File: src/rtl/tmds_channel_rx.sv
// TMDS colour-channel receiver: bit-serial in, word alignment from control tokens,
// then 10b->8b data decode or {C1,C0} control recovery, one strobe per symbol.
module tmds_channel_rx #(
    parameter int LOCK_TOKENS  = 8,
    parameter int UNLOCK_WORDS = 2048
) (
    input  logic       i_tmdsclk,
    input  logic       i_reset_n,
    input  logic       i_serial,
    output logic       o_locked,
    output logic       o_valid,
    output logic       o_de,
    output logic [7:0] o_data,
    output logic [1:0] o_ctrl
);

    localparam int HIT_W = $clog2(LOCK_TOKENS + 1);
    localparam int TO_W  = $clog2(UNLOCK_WORDS + 1);
    localparam logic [HIT_W-1:0] HIT_LOCK = HIT_W'(LOCK_TOKENS);
    localparam logic [TO_W-1:0]  TO_LIMIT = TO_W'(UNLOCK_WORDS);

    typedef enum logic {S_SEARCH, S_LOCKED} state_t;

    state_t           r_state;
    logic [9:0]       r_sr_p0;
    logic [3:0]       r_bitcnt;
    logic [HIT_W-1:0] r_hit_cnt;
    logic [TO_W-1:0]  r_timeout;

    logic [2:0]       w_tok;
    logic             w_is_tok;
    logic [1:0]       w_tok_c;
    logic             w_boundary;
    logic [HIT_W-1:0] w_hit_inc;
    logic [TO_W-1:0]  w_to_inc;

    // Returns {is_token, C1, C0}
    function automatic logic [2:0] token_match(input logic [9:0] sym);
        case (sym)
            10'b1101010100: token_match = 3'b100;
            10'b0010101011: token_match = 3'b101;
            10'b0101010100: token_match = 3'b110;
            10'b1010101011: token_match = 3'b111;
            default:        token_match = 3'b000;
        endcase
    endfunction

    function automatic logic [7:0] tmds_decode(input logic [9:0] sym);
        logic [7:0] q;
        logic [7:0] d;
        q    = sym[9] ? ~sym[7:0] : sym[7:0];
        d[0] = q[0];
        for (int i = 1; i < 8; i++) begin
            d[i] = sym[8] ? (q[i] ^ q[i-1]) : ~(q[i] ^ q[i-1]);
        end
        return d;
    endfunction

    assign w_tok      = token_match(r_sr_p0);
    assign w_is_tok   = w_tok[2];
    assign w_tok_c    = w_tok[1:0];
    assign w_boundary = (r_bitcnt == 4'd0);
    assign w_hit_inc  = r_hit_cnt + 1'b1;
    assign w_to_inc   = r_timeout + 1'b1;

    always_ff @(posedge i_tmdsclk or negedge i_reset_n) begin
        if (!i_reset_n) begin
            r_state   <= S_SEARCH;
            r_sr_p0   <= '0;
            r_bitcnt  <= '0;
            r_hit_cnt <= '0;
            r_timeout <= '0;
            o_locked  <= 1'b0;
            o_valid   <= 1'b0;
            o_de      <= 1'b0;
            o_data    <= '0;
            o_ctrl    <= '0;
        end else begin
            r_sr_p0  <= {i_serial, r_sr_p0[9:1]};
            r_bitcnt <= (r_bitcnt == 4'd9) ? 4'd0 : r_bitcnt + 4'd1;
            o_valid  <= 1'b0;
            case (r_state)
                S_SEARCH: begin
                    if (w_is_tok) begin
                        if (w_boundary && (r_hit_cnt != '0)) begin
                            r_hit_cnt <= w_hit_inc;
                            if (w_hit_inc == HIT_LOCK) begin
                                r_state   <= S_LOCKED;
                                o_locked  <= 1'b1;
                                r_timeout <= '0;
                            end
                        end else begin
                            // First sighting or wrong phase: restart the count and
                            // treat this cycle as the symbol boundary.
                            r_hit_cnt <= HIT_W'(1);
                            r_bitcnt  <= 4'd1;
                        end
                    end else if (w_boundary && (r_hit_cnt != '0)) begin
                        r_hit_cnt <= '0;
                    end
                end
                S_LOCKED: begin
                    if (w_boundary) begin
                        if (w_is_tok) begin
                            o_valid   <= 1'b1;
                            o_de      <= 1'b0;
                            o_ctrl    <= w_tok_c;
                            r_timeout <= '0;
                        end else if (w_to_inc == TO_LIMIT) begin
                            // Too long without a token: alignment is suspect, drop this word.
                            r_state   <= S_SEARCH;
                            o_locked  <= 1'b0;
                            r_hit_cnt <= '0;
                        end else begin
                            o_valid   <= 1'b1;
                            o_de      <= 1'b1;
                            o_data    <= tmds_decode(r_sr_p0);
                            r_timeout <= w_to_inc;
                        end
                    end
                end
            endcase
        end
    end

endmodule

File: config.mk
export PLATFORM = sky130hd
export DESIGN_NAME = tmds_channel_rx
export DESIGN_NICKNAME = d
export VERILOG_FILES = /design/src/rtl/tmds_channel_rx.sv
export SDC_FILE = /design/constraint.sdc
export NUM_CORES = 1
export LEC_CHECK = 0
export BUFFER_PORTS_ARGS = -buffer_cell sky130_fd_sc_hd__buf_4
export CORE_ASPECT_RATIO = 1.2
export CORE_MARGIN = 2
export CORE_UTILIZATION = 45
export DETAILED_ROUTE_END_ITERATION = 6
export SYNTH_ARGS = -nofsm -noshare
export SYNTH_HDL_FRONTEND = slang
export SYNTH_SLANG_ARGS = --single-unit
export TNS_END_PERCENT = 30
File: constraint.sdc
create_clock -name i_tmdsclk -period 2.2 [get_ports i_tmdsclk]
set_input_delay 0.44 -clock i_tmdsclk [delete_from_list [all_inputs] [get_ports i_tmdsclk]]
set_output_delay 0.44 -clock i_tmdsclk [all_outputs]
set_load 0.01 [all_outputs]
==> results.ini, run 1 <==
[outcome]
outcome=completed

[cells_and_area]
fillCellCount=473
nets=260
layout-drive-gt1-share=0.2471
area_delta_synth_final_pct=16.21
diodes=0

[floorplan]
ios=16
die_h_um=84.00
die_w_um=70.67
core_area_um2=5225
start_util=0.4593
die_area_um2=5936
num_rows=29

[worst_setup_path]
crit_path_max_fanout=8
worst-path-buf-inv=0
max_stage_delay_ns=0.47
worstPathArrival_ns=2.35
cpLargestDelayFamily=simple AND/OR/NAND/NOR gates
crit_chain=nand4bb_1, nor2_1, a41oi_4, or3_1, nor2b_4, a211o_1
slowest_stage=dfrtp_1
path_class=flip-flop to flip-flop
cp-start-kind=flip-flop
cp_data_required_time_ns=2.38
end_kind=flip-flop

[power_and_ir_drop]
internal_power_mw=1.192
p_leak_nw=1.275
vdd_drop_max_mv=0.4337
switching_power_mw=0.4340
comb_power_share=0.107
p_clk_frac=0.331
finalPower_mw=1.626
sw_frac_of_total=0.2670
power_frac_seq=0.561
cellPowerDensity_nw_per_um2=582.9

[sta]
timing.final.ws_setup_ns=0.03377
clock.fmax_mhz=461.6
tns_ns=0
period_share=0.9846
min_period_ns=2.166
setup_viol=0
hold_viol_final=0
final_max_slew_viol_count=0
rsz0062_at_grt=yes
fin_skew_ns=0.009440
tightest_slew_ns=0.5613
max-slew-margin-rel=0.6258

[synthesis]
syn-cell-area_um2=2400
synth_top_area_frac=0.4588
synth_nets=229
synth_area_leaders=dfrtp_1 (46%), mux2_4 (5.0%), xnor2_1 (3.3%)
synth_cell_type_count=53
synth.ff_latch_count=44
yosysWarningCount=0
synthArstFlopShare=1.000
synth_edf_count=0
yosysMostFrequentCell=dfrtp_1
synth_seq_area_share=0.4588
yosys.area.top_type=dfrtp_1
syn_inst=223
synthTopCellsByCount=dfrtp_1 (44), inv_1 (16), nand2_1 (15)
synth.avg_cell_area_um2=10.76
synthFlopType=dfrtp_1

[placed_design]
post-dp-hpwl_um=3387
gp_congestion=0.8425
post-place-ws_ns=0.03375
portBuffers=15

[route]
firstDrtPassIters=4
wirelength_um=4880
drc=0
ant_nets=0
wl_per_cell_um=15.39
vias_per_cell=5.653
drt_iter0_drc=168
vias=1792

[clock_tree]
cts_tree=yes
root_buffer=clkbuf_8
clockBufferDepth=2
numCtsBuffers=5
clkTransAtPathRegs_ns=0.09
clk_latency_ns=0.30
htreeDepth=2
cts_sinks=44
ctsHoldBuffers=0

[grt]
antenna_found_initial=0
grt-ovfl-total=0
grt_pass1_vias=1788
track_usage=0.1736
grt_pass1_wl_um=8286
grt_max_degree=45

[run]
cap_violations=0

[worst_hold_path]
min_path_type=input pin to asynchronous set/reset pin

## stage by stage
step                      instance area, um^2  std cells  hold slack, ns    util
after floorplan                          2400        223          0.1444       -
after global placement                   2669        308          0.3857  0.5108
after detailed placement                 2669        308          0.3916  0.5108
after CTS                                2766        316          0.1480  0.5295
after global routing                     2789        317          0.1748  0.5338
final                                    2789        317          0.1121  0.5338
## what timing repair did
action	4_1_cts	5_1_grt
setup endpoints to repair	0	20
buffers inserted	0	0
gates resized for setup	0	6
## power groups by stage
stage                     Clock, mW  Sequential, mW  Combinational, mW
after detailed placement          0           0.924              0.175
after CTS                     0.555           0.908              0.176
after floorplan                   0           0.912              0.132
final                         0.539           0.913              0.174
after global routing          0.581           0.925              0.203
after global placement            0           0.924              0.173
## state kept, by name (all words and copies together) (netlist names)
name       cells
r_hit_cnt      4
o_data         8
o_ctrl         2
o_valid        1
r_bitcnt       4
o_locked       1
r_timeout     12
r_state        1
r_sr_p0       10
o_de           1
## kinds of logic (layout without fill, tap and decap cells)
logic type	Yosys count	in the layout	synth area share
compound gates	51	51	0.1731
buf+inv	25	56	0.04536
mux	12	12	0.06778
fa+ha+maj	3	3	0.01564
flops	44	44	0.4588
xor+xnor	15	15	0.05475
simple gates	73	74	0.1846
## per-layer routing
layer | up-vias | GRT usage | share of wire
li1 | 877 | - | -
met1 | 872 | 0.2330 | 0.47
met2 | 38 | 0.2847 | 0.48
met3 | 5 | 0.03261 | 0.033
met4 | 0 | 0.05317 | 0.010
met5 | - | 0 | 0
## final cells by class
class,instances,area (um^2),share of cell area
repair buffers,32,240.2,0.08614
multi-input cells,155,1212,0.4347
clock buffers,6,82.58,0.02961
clock inverters,2,15.01,0.005384
flip-flops and latches,44,1101,0.3948
well taps,62,77.57,0.02782
inverters,16,60.06,0.02153
## worst paths after layout
| kind | slack, ns | cells past startpoint | startpoint | end |
|---|---|---|---|---|
| min reg2reg | 0.41 | 0 | r_sr_p0[7] | r_sr_p0[6] |
| max in group asynchronous | 1.68 | 1 | i_reset_n | r_timeout[4] |
| min in group i_tmdsclk | 0.25 | 1 | i_serial | r_sr_p0[9] |
| max reg2reg | 0.03 | 6 | r_sr_p0[6] | r_timeout[4] |
| max | 0.03 | 6 | r_sr_p0[6] | r_timeout[4] |
| min | 0.11 | 1 | i_reset_n | r_hit_cnt[1] |
## placed cells by master (no fill, tap or decap), types with 2 or more instances in the layout
cell type,n
nor4_1,2
o21ai_1,4
a32oi_1,7
and3_1,2
clkinvlp_4,2
nor2_1,11
nand4_1,3
a21oi_1,5
a31oi_1,4
nor3_1,12
nand3_1,4
and2_1,3
a41oi_1,2
mux2_2,2
o21ai_0,11
nor2b_4,2
nand2_1,15
ha_1,3
a32o_1,2
mux2i_1,2
buf_4,32
xnor2_1,9
inv_1,16
mux2_4,8
dfrtp_1,44
clkbuf_8,6
o2bb2ai_1,2
nor4b_1,2
nand2b_1,4
or4_1,2
xor2_1,6
o21a_1,2
No activity file was read; power rests on OpenSTA's default activity.
==> run 2, diff against run 1 <==
PLACE_DENSITY_LB_ADDON = 0.15   (was not set)
==> results.ini, run 2 (synthesis gave the netlist of run 1 again) <==
[outcome]
outcome=completed

[cells_and_area]
ff_latch_area_um2=1105
multiInputGateArea_um2=1227
layout_common_cells=dfrtp_1 (41), buf_4 (34), inv_1 (16)
reg_top3=r_timeout: 12 flops, r_sr_p0: 10 flops, o_data: 8 flops
diodes=0
largest_reg_flops=12
fillCellCount=471
layout-drive-gt1-share=0.2724
regMostFlops=r_timeout
final_common_cell=dfrtp_1
stdcell_count=319
area_delta_synth_final_pct=18.35
nets=262

[clock_tree]
cts_sinks=44
clk_latency_ns=0.30
numCtsBuffers=5
root_buffer=clkbuf_8
cts_tree=yes
clockBufferDepth=2
clkTransAtPathRegs_ns=0.09
htreeDepth=2
ctsHoldBuffers=0

[placed_design]
portBuffers=15
post-place-ws_ns=0.02071
dp_cells=310
post-dp-hpwl_um=3569
gp_congestion=0.8206

[route]
drc=0
wirelength_um=5003
firstDrtPassIters=4
wl_per_cell_um=15.68
vias_per_cell=5.542
vias=1768
ant_nets=0
drt_iter0_drc=117

[grt]
grt_max_degree=45
track_usage=0.1760
grt_pass1_vias=1742
grt-ovfl-total=0
antenna_found_initial=0
grt_pass1_wl_um=8328

[sta]
hold_viol_final=0
tightest_slew_ns=0.5559
timing.final.ws_setup_ns=0.07687
period_share=0.9651
whs_ns=0.1246
max-slew-margin-rel=0.6294
setup_viol=0
clock.fmax_mhz=471.0
min_period_ns=2.123
final_max_slew_viol_count=0
fin_skew_ns=0.008442

[worst_setup_path]
cp-start-kind=flip-flop
r2r_slack_ns=0.08
worstPathArrival_ns=2.31
cp_data_required_time_ns=2.39
path_class=flip-flop to flip-flop
r2r_end=r_timeout[4]
r2r-start=r_sr_p0[1]
end_kind=flip-flop
crit_path_max_fanout=6
r2r.worst_path.cells=6

[floorplan]
die_h_um=84.00
core_area_um2=5225
start_util=0.4593
ios=16
die_w_um=70.67
die_area_um2=5936
num_rows=29

[power_and_ir_drop]
p_clk_frac=0.369
power_frac_seq=0.533
p_leak_nw=1.293
comb_power_share=0.098
switching_power_mw=0.4363
cellPowerDensity_nw_per_um2=603.0
vdd_drop_max_mv=0.5218
internal_power_mw=1.276
sw_frac_of_total=0.2548

[run]
cap_violations=0

[worst_hold_path]
min_path_type=input pin to asynchronous set/reset pin

-- run 2: timing repair --
action,in CTS,in global routing
setup buffers,0,0
setup endpoints to repair,0,20
resized for setup,0,12
-- run 2: stage by stage --
step	setup TNS, ns	instance area (um^2)	util	power (mW)
floorplan	0	2400	-	1.045
CTS	0	2799	0.5357	1.743
finish	0	2840	0.5436	1.713
detailed placement	0	2684	0.5136	1.101
global placement	0	2684	0.5136	1.094
global route	-0.008985	2840	0.5436	1.811
-- run 2: worst max path at each step --
stage            startpoint            to  slack [ns]  cells past startpoint
6_report         r_sr_p0[1]  r_timeout[4]        0.08                      6
5_1_grt        r_timeout[0]     o_data[4]      -0.007                      7
4_1_cts          r_sr_p0[5]  r_timeout[8]       0.002                      6
3_5_place_dp     r_sr_p0[5]  r_timeout[8]        0.02                      6
3_3_place_gp     r_sr_p0[5]  r_timeout[4]        0.05                      6
2_1_floorplan    r_sr_p0[6]  r_hit_cnt[2]        0.15                      7
-- run 2: cell type report --
type                            count  share of cell area
Clock buffer                        5             0.02423
Clock inverter                      3             0.01630
Inverter                           16             0.02115
Multi-Input combinational cell    155              0.4322
Sequential cell                    44              0.3890
Tap cell                           62             0.02731
Timing Repair Buffer               34             0.08987
-- run 2: power by group through the flow --
stage	logic [mW]	registers, mW	clock network, mW
floorplan	0.132	0.912	0
global placement	0.168	0.927	0
detailed placement	0.172	0.929	0
CTS	0.173	0.913	0.657
global route	0.200	0.925	0.686
finish	0.168	0.913	0.632
-- run 2: per-layer routing --
metal | track usage | vias to the layer above | share of wire
li1 | - | 880 | -
met1 | 0.2266 | 847 | 0.45
met2 | 0.2993 | 35 | 0.50
met3 | 0.03261 | 6 | 0.033
met4 | 0.05317 | 0 | 0.012
met5 | 0 | - | 0
-- run 2: worst max-delay path, stage by stage (launching register included) --
cell and delay [ns]:
dfrtp_2 0.47, nand2b_1 0.19, nor4_4 0.36, a41oi_4 0.09, or3_4 0.46, nor2b_4 0.15, a211o_1 0.29
